[src/rtl/microcode_sequencer.sv]
// Microcode sequencer: accepts one decoded instruction, walks the command lookup
// step by step and streams micro-ops to the read stage under valid/ready.
module microcode_sequencer #(
  parameter logic [6:0] CMD_NULL = 7'd0,
  parameter logic [5:0] MAX_STEP = 6'd63
) (
  input  logic       clk,
  input  logic       rst_n,
  input  logic       exc_init,
  input  logic       dec_ready,
  input  logic [6:0] dec_cmd,
  input  logic [3:0] dec_cmdex,
  output logic       dec_accept,
  output logic [6:0] mc_cmd,
  output logic [5:0] mc_step,
  output logic [3:0] mc_cmdex_last,
  input  logic [6:0] mc_cmd_next,
  input  logic [6:0] mc_cmd_current,
  input  logic [3:0] mc_cmdex_current,
  output logic       out_valid,
  output logic [6:0] out_cmd,
  output logic [3:0] out_cmdex,
  output logic [5:0] out_step,
  input  logic       out_ready,
  output logic       instr_done,
  output logic       mc_overflow
);

  localparam logic [0:0] IDLE = 1'b0;
  localparam logic [0:0] RUN  = 1'b1;

  logic [0:0] state_reg;
  logic       can_issue;
  logic       in_run;
  logic       finish;
  logic       run_issue;

  assign can_issue  = !out_valid || out_ready;
  assign in_run     = (state_reg == RUN);
  // Completion is decided on the lookup's answer alone; it never waits for the read stage.
  assign finish     = in_run && !exc_init &&
                      ((mc_cmd_next == CMD_NULL) || (mc_step == MAX_STEP));
  assign run_issue  = in_run && !exc_init && !finish && can_issue;
  assign dec_accept = !in_run && dec_ready && can_issue && !exc_init;
  assign instr_done = finish;

  always_ff @(posedge clk or negedge rst_n) begin
    if (!rst_n) begin
      state_reg     <= IDLE;
      mc_cmd        <= '0;
      mc_step       <= '0;
      mc_cmdex_last <= '0;
      out_valid     <= 1'b0;
      out_cmd       <= '0;
      out_cmdex     <= '0;
      out_step      <= '0;
      mc_overflow   <= 1'b0;
    end else if (exc_init) begin
      state_reg <= IDLE;
      out_valid <= 1'b0;
      mc_step   <= '0;
    end else if (dec_accept) begin
      out_cmd       <= dec_cmd;
      out_cmdex     <= dec_cmdex;
      out_step      <= '0;
      out_valid     <= 1'b1;
      mc_cmd        <= dec_cmd;
      mc_cmdex_last <= dec_cmdex;
      mc_step       <= 6'd1;
      state_reg     <= RUN;
    end else if (finish) begin
      state_reg <= IDLE;
      mc_step   <= '0;
      // A non-null next command here means the step limit was reached first.
      if (mc_cmd_next != CMD_NULL) begin
        mc_overflow <= 1'b1;
      end
      if (out_ready) begin
        out_valid <= 1'b0;
      end
    end else if (run_issue) begin
      out_cmd       <= mc_cmd_current;
      out_cmdex     <= mc_cmdex_current;
      out_step      <= mc_step;
      out_valid     <= 1'b1;
      mc_cmd        <= mc_cmd_next;
      mc_cmdex_last <= mc_cmdex_current;
      mc_step       <= mc_step + 6'd1;
    end else if (out_ready) begin
      out_valid <= 1'b0;
    end
  end

endmodule

[config.mk]
export PLATFORM = sky130hd
export DESIGN_NAME = microcode_sequencer
export DESIGN_NICKNAME = d
export VERILOG_FILES = /design/src/rtl/microcode_sequencer.sv
export SDC_FILE = /design/constraint.sdc
export NUM_CORES = 1
export LEC_CHECK = 0
export ABC_AREA = 1
export ABC_CLOCK_PERIOD_IN_PS = 1900
export CORE_ASPECT_RATIO = 1.2
export CORE_UTILIZATION = 43
export DETAILED_ROUTE_END_ITERATION = 10
export HOLD_SLACK_MARGIN = 0.1
export MAX_ROUTING_LAYER = met4
export PLACE_DENSITY = 0.87
export SETUP_SLACK_MARGIN = 0.02
export SYNTH_ARGS = -nofsm -noshare
export SYNTH_HDL_FRONTEND = slang
export SYNTH_SLANG_ARGS = --single-unit
[constraint.sdc]
create_clock -name clk -period 1.9 [get_ports clk]
set_input_delay 0.38 -clock clk [delete_from_list [all_inputs] [get_ports clk]]
set_output_delay 0.38 -clock clk [all_outputs]
set_load 0.005 [all_outputs]
==> impl_metrics.py, run 1 <==
metrics = {
    "run_status": {
        "status": "complete, no violations",
    },
    "grt": {
        "grt_max_degree": 40,
        "antenna_found_initial": 0,
        "grt_pass1_wl_um": 8260,
        "overflow": 0,
        "gr-usage-met2": 0.446,
        "busiest_layer": "met2",
        "grt_util_met3": 0.0581,
        "use_met1": 0.284,
        "grt_pass1_vias": 1895,
        "grt_use_total": 0.257,
    },
    "synth": {
        "syn-num-nets": 281,
        "synth_edf_count": 0,
        "yosys.area.top_type_share": 0.452,
        "synth_area_per_cell_um2": 7.43,
        "syn_inst": 246,
        "ys_ff_latch": 33,
        "yosys_most_used_dff": "dfrtp_1",
        "synth_top_area_cell": "dfrtp_1",
        "yosys_warnings": 0,
        "synth_seq_area_share": 0.452,
        "synth_area_leaders": "dfrtp_1, nand2_1, nand3_1",
        "synth-async-reset-ratio": 1.00,
        "synth_common_cells": "nand2_1, dfrtp_1, nand3_1, inv_1, nor2_1",
        "synth.most_common_cell": "nand2_1",
        "synthDistinctLibCells": 22,
        "synth_area_um2": 1830,
    },
    "timing": {
        "max_freq_mhz": 550,
        "tns_ns": 0,
        "final_max_slew_viol_count": 0,
        "finClkSkew_ns": 0.00561,
        "worst_pin_slew_ns": 0.425,
        "finalSetupViolCount": 0,
        "slew_headroom": 0.717,
        "hold_viol": 0,
        "finalCritPeriodShare": 0.958,
        "min_period_ns": 1.82,
    },
    "floorplanning": {
        "die_area_um2": 4510,
        "core_area_um2": 4000,
        "start_util": 0.456,
        "rows": 25,
        "io_pins": 72,
        "die_h_um": 73.4,
        "die_width_um": 61.5,
    },
    "layout": {
        "syn_to_final_growth_pct": 58.5,
        "multi_input_area_um2": 818,
        "fin_nets": 386,
        "diodes": 0,
        "fillerInstances": 323,
        "final_util": 0.723,
        "layout-drive-gt1-share": 0.222,
        "seqCellArea_um2": 826,
    },
    "clock_network": {
        "cts_inserted_buffers": 5,
        "clkTransAtPathRegs_ns": 0.06,
        "htreeDepth": 2,
        "cts_tree": "done",
        "cts_buffer_depth": 2,
        "cts_hold_buf": 0,
        "clkLatencyLatePin_ns": 0.28,
        "root_buffer": "clkbuf_8",
        "clkSinkCount": 33,
    },
    "route": {
        "drt-initial-drc-count": 167,
        "dr.pass1.iters": 4,
        "wirelength_um": 5470,
        "drt-vias-per-instance": 4.95,
        "vias": 2011,
        "routedWlPerCell_um": 13.5,
        "ant_nets": 0,
        "drc": 0,
    },
    "placed_design": {
        "dp.final_hpwl_um": 3730,
        "gp_congestion": 0.893,
        "portBuffers": 71,
    },
    "worst_setup_path": {
        "worstSetupPathType": "in -> out",
        "worstSetupEndpointType": "primary output",
        "arrival_ns": 1.44,
        "crit_required_ns": 1.52,
        "startpoint_type": "input port",
        "critPathMaxFanout": 3,
        "ff2ff_setup_slack_ns": 0.23,
        "rr_startpoint": "mc_step[0]",
        "rr_worst_depth": 10,
        "r2r-end": "mc_cmd[4]",
    },
    "power": {
        "power_density_nw_per_um2": 756,
        "p_leak_uw": 0.00147,
        "max-vdd-ir-drop_uv": 422,
        "total_power_uw": 2190,
    },
    "worst_hold_path": {
        "whs_path_depth": 5,
        "hold_end": "mc_cmd[0]",
        "hp-class": "in -> reg",
        "min-delay-start": "mc_cmd_next[0]",
    },
    "job": {
        "drv_cap": 0,
    },
}
==> power by group <==
part | switching (uW) | internal (uW)
combinational | 320 | 457
sequential | 79.5 | 828
clock | 245 | 260
==> placed cells by master (no fill, tap or decap) <==
cell type,netlist,routed
nand2_1,95,90
clkdlybuf4s50_1,0,62
buf_4,6,40
dfrtp_1,33,33
nand3_1,29,29
inv_1,21,19
nor2_1,20,15
nand2_2,4,9
o21ai_1,8,9
o21ai_0,8,7
inv_2,3,5
nor2_2,2,5
clkbuf_8,0,5
clkbuf_2,0,4
nor2_4,1,3
clkbuf_1,0,3
nand4_1,2,2
clkdlybuf4s15_1,0,2
o21ai_2,1,1
nand4_2,1,1
a21boi_2,1,1
nand3_2,1,1
o21bai_1,1,1
ha_2,0,1
dlymetal6s2s_1,0,1
dlygate4sd2_1,0,1
buf_6,4,1
buf_12,0,1
==> kinds of logic after synthesis <==
kind of cell | count (synthesis) | share of synthesized area
compound gates | 19 | 0.0589
flops | 33 | 0.452
simple gates | 155 | 0.362
buf+inv | 38 | 0.121
fa+ha+maj | 1 | 0.00685
==> metal layers <==
layer / vias to the layer above / wire length, um
met4: 0 / 90
met2: 78 / 2950
met3: 11 / 358
li1: 981 / -
met1: 941 / 2080
met5: - / 0
==> critical path, cell delays in order <==
cell and delay, ns:
clkdlybuf4s50_1 0.59, inv_2 0.07, nand2_2 0.09, inv_2 0.04
dlygate4sd2_1 0.26
==> cell type report <==
class | count | share of cell area
well taps | 54 | 0.0233
flip-flops and latches | 33 | 0.285
multi-input cells | 175 | 0.283
clock buffers | 8 | 0.0277
inverters | 24 | 0.0311
repair buffers | 112 | 0.350
==> sequential cells by signal, summed over array words and instances (netlist names) <==
name         cells
mc_step          6
out_valid        1
in_run           1
out_cmdex        4
mc_cmd           7
out_step         6
out_cmd          7
mc_overflow      1
==> metrics by stage <==
step	hold slack, ns	setup slack [ns]	area [um2]	cells
4_1_cts	0.498	-0.0238	2850	401
5_1_grt	0.521	-0.00619	2900	406
3_3_place_gp	0.475	-0.355	2660	380
3_5_place_dp	0.482	-0.376	2660	380
6_report	0.480	0.0805	2900	406
2_1_floorplan	0.0844	0.411	1830	246
==> repair_timing <==
| action | in CTS | in global routing |
|---|---|---|
| gates cloned | 0 | 0 |
| resized for setup | 17 | 22 |
| endpoints found under the hold margin | 0 | 0 |
| endpoints found under the setup margin | 2 | 4 |
| pin swaps | 12 | 13 |
| buffers inserted | 13 | 5 |
==> how the worst max path moves through the flow <==
| stage | start | endpoint | slack, ns |
|---|---|---|---|
| 4_1_cts | mc_cmd_next[5] | out_valid | -0.02 |
| 3_5_place_dp | mc_cmd_next[1] | instr_done | -0.38 |
| 3_3_place_gp | mc_cmd_next[1] | instr_done | -0.36 |
| 5_1_grt | mc_cmd_next[2] | out_valid | -0.006 |
| 2_1_floorplan | mc_step[0] | mc_step[5] | 0.41 |
| 6_report | exc_init | dec_accept | 0.08 |
(Power assumes the default switching activity.)
==> run 2: changes to the inputs <==
--- a/config.mk
+++ b/config.mk
@@ -10,7 +10,7 @@
 export CORE_ASPECT_RATIO = 1.2
 export CORE_UTILIZATION = 43
 export DETAILED_ROUTE_END_ITERATION = 10
-export HOLD_SLACK_MARGIN = 0.1
+export HOLD_SLACK_MARGIN = 0.08
 export MAX_ROUTING_LAYER = met4
 export PLACE_DENSITY = 0.87
 export SETUP_SLACK_MARGIN = 0.02
==> results of run 2 <==
The final DEF is identical to that of run 1; final timing and power are the same.
